===== src/rtl/imem_boot_pkg.sv =====
// Shared types and sizes for the instruction-memory boot loader.
// Widths match the write port of instruction_memory.
package imem_boot_pkg;

  localparam int unsigned DATA_WIDTH = 32;
  localparam int unsigned BYTE_WIDTH = 8;
  localparam int unsigned DIR_WIDTH  = 10;
  localparam int unsigned MEM_DEPTH  = 1024;
  localparam int unsigned WORD_BYTES = 4;
  localparam int unsigned MAX_WORDS  = MEM_DEPTH / WORD_BYTES;
  localparam int unsigned NW_WIDTH   = $clog2(MAX_WORDS) + 1;
  localparam int unsigned IDX_WIDTH  = $clog2(MAX_WORDS);
  localparam int unsigned LANE_WIDTH = $clog2(WORD_BYTES);

  typedef enum logic [2:0] {
    ST_IDLE,
    ST_COLLECT,
    ST_WRITE,
    ST_DONE,
    ST_ERR
  } boot_state_t;

  // A load request is legal for 1..MAX_WORDS words.
  function automatic logic count_ok(input logic [NW_WIDTH-1:0] n);
    return (n != '0) && (n <= NW_WIDTH'(MAX_WORDS));
  endfunction

endpackage


===== src/rtl/imem_word_packer.sv =====
// Packs accepted stream bytes little-endian into one word.
// Ports: clk, rst_n (sync, active-low), clear (restart at lane 0),
//        accept (byte handshake strobe), byte_data,
//        word (registered packed word), word_full_c (this accept completes a word).
module imem_word_packer
  import imem_boot_pkg::*;
(
  input  logic                  clk,
  input  logic                  rst_n,
  input  logic                  clear,
  input  logic                  accept,
  input  logic [BYTE_WIDTH-1:0] byte_data,
  output logic [DATA_WIDTH-1:0] word,
  output logic                  word_full_c
);

  logic [LANE_WIDTH-1:0] lane_q;

  assign word_full_c = accept && (lane_q == LANE_WIDTH'(WORD_BYTES - 1));

  // Lane counter wraps naturally after the top byte.
  always_ff @(posedge clk) begin
    if (!rst_n) begin
      lane_q <= '0;
      word   <= '0;
    end else if (clear) begin
      lane_q <= '0;
    end else if (accept) begin
      for (int unsigned i = 0; i < WORD_BYTES; i++) begin
        if (lane_q == LANE_WIDTH'(i)) begin
          word[i*BYTE_WIDTH +: BYTE_WIDTH] <= byte_data;
        end
      end
      lane_q <= lane_q + LANE_WIDTH'(1);
    end
  end

endmodule


===== src/rtl/imem_boot_loader.sv =====
// Boot loader: streams a program into instruction memory and holds the
// CPU in reset until the requested number of words has been written.
// Ports: clk, rst_n (sync, active-low), start, num_words,
//        byte_valid/byte_data/byte_ready (byte stream),
//        dir/data_in/we (memory write port), busy, done, error, cpu_rst_n.
module imem_boot_loader
  import imem_boot_pkg::*;
(
  input  logic                  clk,
  input  logic                  rst_n,
  input  logic                  start,
  input  logic [NW_WIDTH-1:0]   num_words,
  input  logic                  byte_valid,
  input  logic [BYTE_WIDTH-1:0] byte_data,
  output logic                  byte_ready,
  output logic [DIR_WIDTH-1:0]  dir,
  output logic [DATA_WIDTH-1:0] data_in,
  output logic                  we,
  output logic                  busy,
  output logic                  done,
  output logic                  error,
  output logic                  cpu_rst_n
);

  boot_state_t          state_q, state_d;
  logic [NW_WIDTH-1:0]  count_q;
  logic [IDX_WIDTH-1:0] word_idx_q;
  logic                 load_c;
  logic                 clear_c;
  logic                 accept_c;
  logic                 word_full_c;
  logic                 last_word_c;

  assign accept_c    = byte_valid && byte_ready;
  assign last_word_c = (NW_WIDTH'(word_idx_q) == (count_q - NW_WIDTH'(1)));

  imem_word_packer u_packer (
    .clk         (clk),
    .rst_n       (rst_n),
    .clear       (clear_c),
    .accept      (accept_c),
    .byte_data   (byte_data),
    .word        (data_in),
    .word_full_c (word_full_c)
  );

  // Next-state logic; DONE and ERR accept a new start like IDLE.
  always_comb begin
    state_d = state_q;
    load_c  = 1'b0;
    clear_c = 1'b0;
    case (state_q)
      ST_IDLE, ST_DONE, ST_ERR: begin
        if (start) begin
          if (count_ok(num_words)) begin
            state_d = ST_COLLECT;
            load_c  = 1'b1;
            clear_c = 1'b1;
          end else begin
            state_d = ST_ERR;
          end
        end
      end
      ST_COLLECT: begin
        if (word_full_c) state_d = ST_WRITE;
      end
      ST_WRITE: begin
        clear_c = 1'b1;
        state_d = last_word_c ? ST_DONE : ST_COLLECT;
      end
      default: state_d = ST_IDLE;
    endcase
  end

  // State, counters and registered outputs (decoded from next state).
  always_ff @(posedge clk) begin
    if (!rst_n) begin
      state_q    <= ST_IDLE;
      count_q    <= '0;
      word_idx_q <= '0;
      byte_ready <= 1'b0;
      we         <= 1'b0;
      dir        <= '0;
      busy       <= 1'b0;
      done       <= 1'b0;
      error      <= 1'b0;
      cpu_rst_n  <= 1'b0;
    end else begin
      state_q <= state_d;
      if (load_c) begin
        count_q    <= num_words;
        word_idx_q <= '0;
      end else if ((state_q == ST_WRITE) && !last_word_c) begin
        word_idx_q <= word_idx_q + IDX_WIDTH'(1);
      end
      if (state_d == ST_WRITE) dir <= DIR_WIDTH'({word_idx_q, 2'b00});
      byte_ready <= (state_d == ST_COLLECT);
      we         <= (state_d == ST_WRITE);
      busy       <= (state_d == ST_COLLECT) || (state_d == ST_WRITE);
      done       <= (state_d == ST_DONE);
      error      <= (state_d == ST_ERR);
      cpu_rst_n  <= (state_d == ST_DONE);
    end
  end

endmodule


===== config.mk =====
export PLATFORM = sky130hd
export DESIGN_NAME = imem_boot_loader
export DESIGN_NICKNAME = d
export VERILOG_FILES = /design/src/rtl/imem_boot_pkg.sv /design/src/rtl/imem_word_packer.sv /design/src/rtl/imem_boot_loader.sv
export SDC_FILE = /design/constraint.sdc
export NUM_CORES = 1
export LEC_CHECK = 0
export CELL_PAD_IN_SITES_DETAIL_PLACEMENT = 2
export CELL_PAD_IN_SITES_GLOBAL_PLACEMENT = 2
export CORE_AREA = 5 5 106 108
export DETAILED_ROUTE_END_ITERATION = 16
export DIE_AREA = 0 0 111 113
export PLACE_DENSITY_LB_ADDON = 0.3
export SLEW_MARGIN = 10
export SYNTH_ARGS = -nofsm -noshare
export SYNTH_HDL_FRONTEND = slang
export SYNTH_SLANG_ARGS = --single-unit

===== constraint.sdc =====
create_clock -name clk -period 2.7 [get_ports clk]
set_input_delay 0.54 -clock clk [delete_from_list [all_inputs] [get_ports clk]]
set_output_delay 0.54 -clock clk [all_outputs]
set_load 0.05 [all_outputs]

After elaboration in Yosys (flattened, before gate mapping) --
Index checks and enable logic that the tools add are counted.
Cells by class: multiplexer cells 9, bitwise logic cells 2, reductions and logical operators 16, magnitude comparators 1, equality and inequality tests 12, add/subtract/negate cells 3
Operator list (count):
- equality test 3 x 2 -> 1 bit, second input constant | 4
- AND reduction 3 bit | 4
- equality test 8 x 9 -> 1 bit | 1
- <= comparator 9 bit, second input constant | 1
- two-way mux 3 bit | 3
- one-hot mux 3 bit (3 select lines) | 1
- nonzero test 9 bit | 1
- subtractor 9 x 1 -> 9 bit, second input constant | 1
- adder 8 x 1 -> 8 bit, second input constant | 1
- equality test 3 x 1 -> 1 bit, second input constant | 2
- equality test 3 bit, second input constant | 2
- equality test 2 bit, second input constant | 2
- logical AND 1 bit | 4
- OR reduction 2 bit | 2
- zero test 3 bit | 1
- two-way mux 1 bit | 3
- OR reduction 3 bit | 1
- adder 2 x 1 -> 2 bit, second input constant | 1
- equality test 2 x 1 -> 1 bit, second input constant | 1
- zero test 2 bit | 1
- two-way mux 2 bit | 1
- NOT 1 bit | 2
- one-hot mux 1 bit (2 select lines) | 1
- zero test 1 bit | 1
- logical OR 1 bit | 1
Word-level totals: input port bits 21, word-level logic and storage cells 57, flip-flop bits (word level) 67

Logic depth before layout (Yosys ltp) --
Gate-level depths: netlist of the first run.
depth in word-level cells 7, mapped depth 9, depth with buffers taken out 9

Hierarchy --
From an unflattened synthesis of the first run, not the netlist that was laid out.
Unflattened totals: cell total of the unflattened synthesis 333, area total of the unflattened synthesis 3060.4 um2
Modules (own cells, without submodules):
- imem_boot_loader | cells each 202, area each 1717.9 um2, times used 1
- imem_word_packer | cells each 131, area each 1342.5 um2, times used 1

Least setup slack after synthesis of the first run --
OpenSTA, ideal clock, no wires.
path kind flip-flop to flip-flop, from reg count_q[0], to reg word_idx_q[7], arrival time 2300 ps, setup time 116 ps, setup slack 284 ps, path buffers 0, cell stages (with the launch flop) 10, period minus slack after synthesis 2416 ps, path through dfxtp_1 inv_1 ha_1 or3b_1 or4_1 nor2_1 nor4_4 nor4b_2 a31oi_1 a41o_1
Between the ends: cells in the longest elaborated chain, start to end 4
RTL lines:
- start, declared | RTL line imem_boot_loader.sv:26 | logic [NW_WIDTH-1:0] count_q;
- start signal, assigned | RTL line imem_boot_loader.sv:91 | count_q <= num_words;
- subtractor 9 x 1 -> 9 bit | RTL line imem_boot_loader.sv:35 | assign last_word_c = (NW_WIDTH'(word_idx_q) == (count_q - NW_WIDTH'(1)));
- equality test 8 x 9 -> 1 bit | RTL line imem_boot_loader.sv:35
- zero test 1 bit | RTL line imem_boot_loader.sv:93 | end else if ((state_q == ST_WRITE) && !last_word_c) begin
- logical AND 1 bit | RTL line imem_boot_loader.sv:93
- end signal, assigned | RTL line imem_boot_loader.sv:94 | word_idx_q <= word_idx_q + IDX_WIDTH'(1);
- end, declared | RTL line imem_boot_loader.sv:27 | logic [IDX_WIDTH-1:0] word_idx_q;
No other way between the ends. A chain may end at the register's enable or synchronous reset.

Worst setup path after layout of the first run --
Same ends and word-level chain as after synthesis.

==> results.sh, run 1 <==
export IMPL_status="finished, final reports clean"
export IMPL_synth_top_area_share_pct=43.9
export IMPL_route_detailed_drc=0
export IMPL_die_area_um2=12500
export IMPL_num_antenna_cells=0
export IMPL_fin_crit_sh_pct=96.4
export IMPL_firstDrtPassIters=4
export IMPL_vias=2481
export IMPL_worst_slew_pin_transition_ns=0.547
export IMPL_final_setup_worst_slack_ns=0.0963
export IMPL_via_per_inst=4.69
export IMPL_setup_worst_path_end_class="flip-flop"
export IMPL_clkSinkCount=67
export IMPL_ys_ff_latch=67
export IMPL_syn_area_um2=3050
export IMPL_slew_viol_final=0
export IMPL_clk_pin_slew_worst_paths_ns=0.08
export IMPL_total_power_mw=2.29
export IMPL_synth_edff_count=0
export IMPL_grt_max_degree=34
export IMPL_synth_cells=311
export IMPL_grt_ovfl_total=0
export IMPL_synth_most_common_cell="dfxtp_1"
export IMPL_synthFlopType="dfxtp_1"
export IMPL_ys_top_cells_by_area="dfxtp_1 44%, mux2i_1 13%, nor2b_1 8.8%, nand2_1 3.3%, xnor2_1 2.9%"
export IMPL_cts_tree="yes"
export IMPL_finalNonFillerCells=529
export IMPL_port_buffers=66
export IMPL_routabilityCongestion=0.733
export IMPL_io_pins=69
export IMPL_cp_start_kind="flip-flop"
export IMPL_regToRegSetupSlack_ns=0.1
export IMPL_crit_slowest_cell="or4_1"
export IMPL_hp_class="reg2reg"
export IMPL_clk_latency_ns=0.35
export IMPL_ant_nets=0
export IMPL_ys_async_sr_fraction_pct=0
export IMPL_setup_viol=0
export IMPL_required_ns=2.95
export IMPL_top_layer_used="met4"
export IMPL_cts_buffers=9
export IMPL_antenna_found_initial=0
export IMPL_maxCapViolCount=0
export IMPL_route_met2_wl_um=4570
export IMPL_synthToLayoutAreaGrowth_pct=39.4
export IMPL_grt_pass1_wl_um=14700
export IMPL_wl_per_cell_um=16.9
export IMPL_p_leak_nw=1.69
export IMPL_clock_path_buffers=2
export IMPL_critPathCapture="word_idx_q[7]"
export IMPL_coreArea_um2=10100
export IMPL_grt_pass1_vias=2810
export IMPL_finalHoldViolCount=0
export IMPL_postSynthAreaPerCell_um2=9.82
export IMPL_nets=415
export IMPL_wl_um=8940
export IMPL_yosysTopAreaCell="dfxtp_1"
export IMPL_slew_headroom_pct=63.4
export IMPL_r2r_cells=9
export IMPL_yosys_warnings=0
export IMPL_peakVddDrop_uv=258
export IMPL_max_stage_delay_ns=0.50
export IMPL_met1_length_um=3840
export IMPL_rows=37
export IMPL_drive_gt1_share_pct=12.5
export IMPL_cp_cell_sequence="inv_1 > ha_2 > or3b_4 > or4_1 > nor2_2 > nor4_4 > nor4b_2 > a31oi_1 > a41o_1"
export IMPL_crit_type="reg2reg"
export IMPL_r2r_end="word_idx_q[7]"
export IMPL_initial_utilization_pct=30.1
export IMPL_post_dp_hpwl_um=6460
export IMPL_chipWidth_um=111
export IMPL_dieHeight_um=113
export IMPL_cts_root_buf="clkbuf_8"
export IMPL_crit_arrival_ns=2.86
export IMPL_fin_skew_ns=0.00636
export IMPL_ys_seq_area_share_pct=43.9
export IMPL_place_inst=512
export IMPL_worstSetupStartpoint="count_q[0]"
export IMPL_synth_distinct_cells=50
export IMPL_grt_total_usage_pct=14.6
export IMPL_crit_fanout=5
export IMPL_max_clock_freq_mhz=384
export IMPL_p_per_area_nw_per_um2=539
export IMPL_pre_cts_slack_ns=-0.00539
export IMPL_rsz0062_at_grt="no"
export IMPL_wl_met3_um=393
export IMPL_critical_path_reg2reg_startpoint="count_q[0]"
export IMPL_period_needed_ns=2.60
export IMPL_htree_levels=3
export IMPL_synth_commonest_cells="67 x dfxtp_1, 43 x nor2b_1, 41 x mux2i_1"
export IMPL_drt_initial_drc_count=34
## per-layer routing
metal	up-vias	GRT usage, %
li1	1211	-
met2	45	25.3
met1	1214	17.2
met5	-	0
met3	11	4.71
met4	0	4.76
## cells in the final DEF, fill, tap and decap left out, drive strengths merged, types with 4 or more instances in the layout
master and count:
nand2b 5, nor3 6, clkdlybuf4s50 66, nor4 4, dfxtp 67, a21boi 11, xnor2 10, nand2 27
nand4 6, mux2i 41, inv 9, nor2b 43, buf 16, xor2 5, nor2 14, ha 6
and2 7, clkbuf 9
## worst min-delay path by stage
stage                          start    endpoint  slack (ns)  depth (start not counted)
after floorplan           count_q[8]  count_q[8]        0.46                          2
after global placement        dir[4]      dir[4]        0.50                          2
after detailed placement      dir[8]      dir[8]        0.51                          2
after CTS                     dir[8]      dir[8]        0.53                          2
after global routing          dir[5]      dir[5]        0.54                          2
final                         dir[5]      dir[5]        0.52                          2
## critical path: cells and delay by family (launching register included)
kind                     cells  cell delay [ns]
AO/OA/AOI/OAI                2             0.34
adder cells (fa/ha/maj)      1             0.19
buffers and inverters        1             0.06
flip-flops                   1             0.37
AND/OR/NAND/NOR              5             1.53
## per-stage QoR
step / TNS [ns] / hold slack [ns] / instance area (um^2) / utilization [%]
2_1_floorplan: 0 / 0.465 / 3060 / -
3_3_place_gp: 0 / 0.496 / 3980 / 39.3
3_5_place_dp: -0.00539 / 0.513 / 3980 / 39.3
4_1_cts: 0 / 0.534 / 4230 / 41.7
5_1_grt: 0 / 0.541 / 4260 / 42.0
6_report: 0 / 0.524 / 4260 / 42.0
## kinds of logic (layout without fill, tap and decap cells)
| group | count (synthesis) | count (layout) | share of synthesized area [%] |
|---|---|---|---|
| xor+xnor | 15 | 15 | 4.30 |
| buf+inv | 24 | 105 | 3.36 |
| fa+ha+maj | 6 | 6 | 2.46 |
| other cells | 1 | 2 | 0.123 |
| compound gates | 29 | 29 | 7.83 |
| flops | 67 | 67 | 43.9 |
| simple gates | 128 | 128 | 24.6 |
| mux | 41 | 41 | 13.4 |
## sequential cells by signal (all words and copies together), names as in the netlist
register,cells
word_idx_q,8
count_q,9
state_q,3
u_packer.word,32
we,1
dir,8
u_packer.lane_q,2
cpu_rst_n,1
byte_ready,1
busy,1
error,1
## report_power, final
group          internal (mW)  total (mW)  switching (mW)
combinational          0.105       0.223           0.118
sequential              1.00        1.02          0.0173
clock                  0.621        1.05           0.429
## what timing repair did
action                                  4_1_cts  5_1_grt
endpoints found under the setup margin        0        7
hold buffers                                  0        0
setup buffers                                 0        1
resized for setup                             0        7
## final cells by class
type	count	area, um^2
Inverter	7	26.3
Clock buffer	9	124
Clock inverter	7	124
Tap cell	136	170
Sequential cell	67	1350
Multi-Input combinational cell	221	1630
Timing Repair Buffer	82	835
Fill cell	1083	5880
(Power assumes the default switching activity.)
==> run 2: changes to the inputs <==
--- a/config.mk
+++ b/config.mk
@@ -7,9 +7,9 @@
 export LEC_CHECK = 0
 export CELL_PAD_IN_SITES_DETAIL_PLACEMENT = 2
 export CELL_PAD_IN_SITES_GLOBAL_PLACEMENT = 2
-export CORE_AREA = 5 5 106 108
+export CORE_AREA = 5 5 117 97
 export DETAILED_ROUTE_END_ITERATION = 16
-export DIE_AREA = 0 0 111 113
+export DIE_AREA = 0 0 122 102
 export PLACE_DENSITY_LB_ADDON = 0.3
 export SLEW_MARGIN = 10
 export SYNTH_ARGS = -nofsm -noshare
==> run 2 against run 1 <==
  * Sequential power hardly changed
  * Register-to-register slack hardly changed
  * First-iteration DRC count grew to 3.0 times the previous value
  * Die area is 0.79% lower
  * Worst hold slack worse by 0.014 ns
  * Count of clock-buffer cells in the layout is 1 higher
  * Global-route usage is 1.4 points higher
  * Clock power is 38% higher
  * Critical path depth stayed put
  * Fmax hardly changed
  * Combinational power is 3% lower
  * Power is 17% higher
==> results.sh, run 2 (synthesis gave the netlist of run 1 again) <==
export IMPL_grt_use_met1_pct=19.8
export IMPL_fillers=1043
export IMPL_required_ns=2.95
export IMPL_final_cell_mix="67 x dfxtp_1, 66 x clkdlybuf4s50_1, 43 x nor2b_1, 41 x mux2i_1, 27 x nand2_1"
export IMPL_cts_hold_buf=0
export IMPL_grt_busiest_layer="met2"
export IMPL_post_cts_setup_buffers=0
export IMPL_critical_path_reg2reg_startpoint="count_q[0]"
export IMPL_antenna_found_initial=0
export IMPL_cts_buffers=9
export IMPL_cts_tree="yes"
export IMPL_port_buffers=66
export IMPL_status="finished, final reports clean"
export IMPL_firstDrtPassIters=4
export IMPL_crit_arrival_ns=2.86
export IMPL_vias=2509
export IMPL_max_clock_freq_mhz=384
export IMPL_final_common_cell="dfxtp_1"
export IMPL_io_pins=69
export IMPL_regToRegSetupSlack_ns=0.1
export IMPL_period_needed_ns=2.60
export IMPL_initial_utilization_pct=30.4
export IMPL_worstHoldStart="count_q[1]"
export IMPL_r2r_end="word_idx_q[6]"
export IMPL_slew_viol_final=0
export IMPL_p_per_area_nw_per_um2=616
export IMPL_drt_initial_drc_count=101
export IMPL_cts_root_buf="clkbuf_16"
export IMPL_clock_path_buffers=2
export IMPL_crit_fanout=5
export IMPL_setup_worst_path_end_class="flip-flop"
export IMPL_clk_latency_ns=0.33
export IMPL_grt_pass1_wl_um=15400
export IMPL_cp_start_kind="flip-flop"
export IMPL_wl_per_cell_um=18.0
export IMPL_drive_gt1_share_pct=11.2
export IMPL_worst_slew_pin_transition_ns=0.579
export IMPL_grt_use_met3_pct=3.87
export IMPL_finalNonFillerCells=532
export IMPL_min_to="count_q[1]"
export IMPL_grt_max_degree=43
export IMPL_clkSinkCount=67
export IMPL_largest_reg_flops=32
export IMPL_htree_levels=3
export IMPL_multiInputGateArea_um2=1640
export IMPL_r2r_cells=9
export IMPL_finalHoldViolCount=0
export IMPL_ff_latch_area_um2=1340
export IMPL_post_dp_hpwl_um=6630
export IMPL_fin_crit_sh_pct=96.5
export IMPL_clk_pin_slew_worst_paths_ns=0.06
export IMPL_gr_usage_met2_pct=28.1
export IMPL_p_leak_nw=1.75
export IMPL_synthToLayoutAreaGrowth_pct=43.1
export IMPL_crit_type="reg2reg"
export IMPL_rows=33
export IMPL_ant_nets=0
export IMPL_wl_um=9570
export IMPL_peakVddDrop_uv=282
export IMPL_place_inst=516
export IMPL_routabilityCongestion=0.779
export IMPL_rsz0062_at_grt="yes"
export IMPL_grt_pass1_vias=2876
export IMPL_setup_viol=0
export IMPL_dieHeight_um=102
export IMPL_hold_depth=2
export IMPL_num_antenna_cells=0
export IMPL_die_area_um2=12400
export IMPL_coreArea_um2=10000
export IMPL_fin_skew_ns=0.00753
export IMPL_chipWidth_um=122
export IMPL_route_detailed_drc=0
export IMPL_grt_total_usage_pct=16.1
export IMPL_maxCapViolCount=0
export IMPL_nets=414
export IMPL_tns_ns=0
export IMPL_grt_ovfl_total=0
export IMPL_via_per_inst=4.72
export IMPL_hp_class="reg2reg"
export IMPL_reg_top3="u_packer.word (32), count_q (9)"
export IMPL_slew_headroom_pct=61.4
export IMPL_top_register="u_packer.word"
-- run 2: changes by cell type in the layout (fill, tap and decap cells not counted), sizes merged --
| cell | previous run | this run |
|---|---|---|
| clkinv | 1 | 2 |
| bufinv | 3 | 4 |
| clkbuf | 9 | 10 |
| inv | 9 | 7 |
| clkinvlp | 1 | 0 |
| buf | 16 | 15 |
-- run 2: worst max path at each step --
stage	start	endpoint	slack, ns	cells after the start
2_1_floorplan	count_q[0]	word_idx_q[7]	0.28	9
3_3_place_gp	num_words[0]	u_packer.word[24]	0.10	9
6_report	count_q[0]	word_idx_q[6]	0.1	9
3_5_place_dp	num_words[0]	u_packer.word[13]	0.01	9
4_1_cts	count_q[0]	word_idx_q[6]	0.05	9
5_1_grt	count_q[0]	busy	-0.01	9
-- run 2: repair_timing --
action | 4_1_cts | 5_1_grt
resized for setup | 0 | 3
endpoints found under the hold margin | 0 | 0
setup endpoints to repair | 0 | 3
-- run 2: area by class of cell --
class | instances | share of cell area (%)
clock buffers | 10 | 5.24
clock inverters | 6 | 3.15
inverters | 7 | 0.601
flip-flops and latches | 67 | 30.7
repair buffers | 81 | 18.8
multi-input cells | 221 | 37.5
well taps | 140 | 4.01
-- run 2: power by group --
| group | internal [mW] | switching [mW] | leakage [nW] |
|---|---|---|---|
| registers | 1.01 | 0.0181 | 0.542 |
| clock network | 0.999 | 0.451 | 0.177 |
| logic | 0.0998 | 0.117 | 1.03 |
-- run 2: routing by layer --
metal,wire (um),share of wire (%)
met3,294,3.1
met1,4230,44
met4,136,1.4
met5,0,0
met2,4910,51
-- run 2: worst max-delay path, cell delays in order, from the launching register on --
cell     delay (ns)
dfxtp_1        0.36
inv_1          0.07
ha_1           0.15
or3b_1         0.39
or4_1          0.50
nor2_2         0.14
nor4_4         0.09
buf_4          0.16
or4_1          0.47
a21oi_1        0.18
-- run 2: through the flow --
step / setup WS, ns / util (%) / power, mW / instance area, um^2 / hold slack, ns
after floorplan: 0.284 / - / 1.17 / 3060 / 0.465
after global placement: 0.101 / 39.7 / 1.25 / 3990 / 0.498
after detailed placement: 0.0113 / 39.7 / 1.26 / 3990 / 0.504
after CTS: 0.0453 / 43.4 / 2.73 / 4350 / 0.513
after global routing: -0.0102 / 43.5 / 2.78 / 4370 / 0.548
final: 0.0954 / 43.5 / 2.69 / 4370 / 0.510
==> run 3: changes to the inputs <==
--- a/config.mk
+++ b/config.mk
@@ -10,7 +10,7 @@
 export CORE_AREA = 5 5 117 97
 export DETAILED_ROUTE_END_ITERATION = 16
 export DIE_AREA = 0 0 122 102
-export PLACE_DENSITY_LB_ADDON = 0.3
+export PLACE_DENSITY_LB_ADDON = 0.1
 export SLEW_MARGIN = 10
 export SYNTH_ARGS = -nofsm -noshare
 export SYNTH_HDL_FRONTEND = slang
==> run 3 against run 2 <==
  * Cell area is 0.69% lower
  * Clock power is 14% lower
  * Count of clock-buffer cells in the layout is 3 higher
  * Via count is 1.6% lower
  * Global-route usage is 0.41 points lower
  * Critical path depth stayed put
  * Combinational power is 3% higher
  * Largest cell class unchanged
  * Largest power group unchanged
  * Highest routed layer unchanged
==> results.sh, run 3 (synthesis gave the netlist of run 1 again) <==
export IMPL_rsz0062_at_grt="no"
export IMPL_required_ns=2.96
export IMPL_rows=33
export IMPL_clk_latency_ns=0.33
export IMPL_worst_slew_pin_transition_ns=0.534
export IMPL_coreArea_um2=10000
export IMPL_slew_headroom_pct=64.3
export IMPL_num_antenna_cells=0
export IMPL_grt_pass1_wl_um=14900
export IMPL_vias=2468
export IMPL_grt_pass1_vias=2777
export IMPL_placed_cell_area_um2=4020
export IMPL_route_detailed_drc=0
export IMPL_finalHoldViolCount=0
export IMPL_top_register="u_packer.word"
export IMPL_final_setup_worst_slack_ns=0.145
export IMPL_post_dp_hpwl_um=6750
export IMPL_ant_nets=0
export IMPL_port_buffers=66
export IMPL_grt_max_degree=31
export IMPL_io_pins=69
export IMPL_crit_arrival_ns=2.82
export IMPL_cts_tree="yes"
export IMPL_r2r_end="word_idx_q[6]"
export IMPL_crit_fanout=5
export IMPL_via_per_inst=4.61
export IMPL_setup_worst_path_end_class="flip-flop"
export IMPL_period_needed_ns=2.56
export IMPL_drt_initial_drc_count=127
export IMPL_critical_path_reg2reg_startpoint="count_q[0]"
export IMPL_status="finished, final reports clean"
export IMPL_fin_skew_ns=0.00554
export IMPL_wl_per_cell_um=17.1
export IMPL_r2r_cells=9
export IMPL_grt_total_usage_pct=15.7
export IMPL_clock_path_buffers=2
export IMPL_largest_reg_flops=32
export IMPL_worstHoldStart="count_q[0]"
export IMPL_cts_hold_buf=0
export IMPL_routabilityCongestion=0.707
export IMPL_die_area_um2=12400
export IMPL_regToRegSetupSlack_ns=0.14
export IMPL_max_clock_freq_mhz=391
export IMPL_hp_class="reg2reg"
export IMPL_min_to="count_q[0]"
export IMPL_cp_start_kind="flip-flop"
export IMPL_antenna_found_initial=0
export IMPL_synthToLayoutAreaGrowth_pct=42.1
export IMPL_pre_cts_slack_ns=-0.0469
export IMPL_p_per_area_nw_per_um2=575
export IMPL_cts_buffers=9
export IMPL_dieHeight_um=102
export IMPL_clkSinkCount=67
export IMPL_p_leak_nw=1.74
export IMPL_slew_viol_final=0
export IMPL_wl_um=9140
export IMPL_peakVddDrop_uv=290
export IMPL_grt_ovfl_total=0
export IMPL_setup_viol=0
export IMPL_hold_depth=2
export IMPL_clk_pin_slew_worst_paths_ns=0.05
export IMPL_nets=418
export IMPL_htree_levels=3
export IMPL_drive_gt1_share_pct=12.2
export IMPL_chipWidth_um=122
export IMPL_cts_root_buf="clkbuf_16"
export IMPL_initial_utilization_pct=30.4
export IMPL_final_cell_mix="66 x dfxtp_1, 66 x clkdlybuf4s50_1, 43 x nor2b_1, 41 x mux2i_1, 27 x nand2_1"
export IMPL_maxCapViolCount=0
export IMPL_firstDrtPassIters=4
export IMPL_fin_crit_sh_pct=94.6
export IMPL_stdcell_area_um2=4340
export IMPL_crit_type="reg2reg"
export IMPL_reg_top3="u_packer.word (32), count_q (9)"
-- run 3: cell type report --
cell class,count,area (um^2)
tap,140,175
multi-input combinational,221,1630
fill,1072,5690
sequential,67,1340
timing repair buffer,85,853
clock inverter,2,60.1
clock buffer,13,250
inverter,7,26.3
-- run 3: where the power goes --
part           internal [mW]  switching (mW)
clock network          0.830           0.419
registers               1.01          0.0175
logic                  0.105           0.119
total                   1.94           0.555
-- run 3: worst max path at each step --
stage                 startpoint                 to  slack [ns]  depth (start not counted)
finish                count_q[0]      word_idx_q[6]        0.14                          9
CTS                   count_q[0]      word_idx_q[6]        0.02                          9
global placement    num_words[5]   u_packer.word[8]        0.11                          9
detailed placement  num_words[0]  u_packer.word[12]       -0.05                          9
floorplan             count_q[0]      word_idx_q[7]        0.28                          9
global route          count_q[0]      word_idx_q[7]        0.02                          9
-- run 3: worst max-delay path: stages (launching register included) --
cell	delay (ns)
dfxtp_2	0.34
inv_1	0.06
ha_1	0.15
or3b_4	0.39
or4_1	0.49
nor2_2	0.17
nor4_4	0.09
buf_4	0.16
or4_4	0.49
a21oi_2	0.15
-- run 3: what timing repair did --
item | 4_1_cts | 5_1_grt
resized for setup | 0 | 5
endpoints found under the setup margin | 0 | 4
buffers inserted | 0 | 0
-- run 3: through the flow --
stage,setup TNS (ns),power [mW],instances,hold slack (ns),util (%)
6_report,0,2.50,535,0.507,43.2
5_1_grt,0,2.61,535,0.542,43.2
4_1_cts,0,2.53,535,0.519,43.1
3_5_place_dp,-0.155,1.26,520,0.505,40.0
3_3_place_gp,0,1.26,520,0.497,40.0
2_1_floorplan,0,1.17,312,0.465,-
-- run 3: per-layer routing --
metal	track usage (%)	part of all wire, %	vias up
met4	4.91	0.96	0
met3	4.54	3.5	8
li1	-	-	1219
met2	25.8	48	42
met1	20.0	47	1199
met5	0	0	-
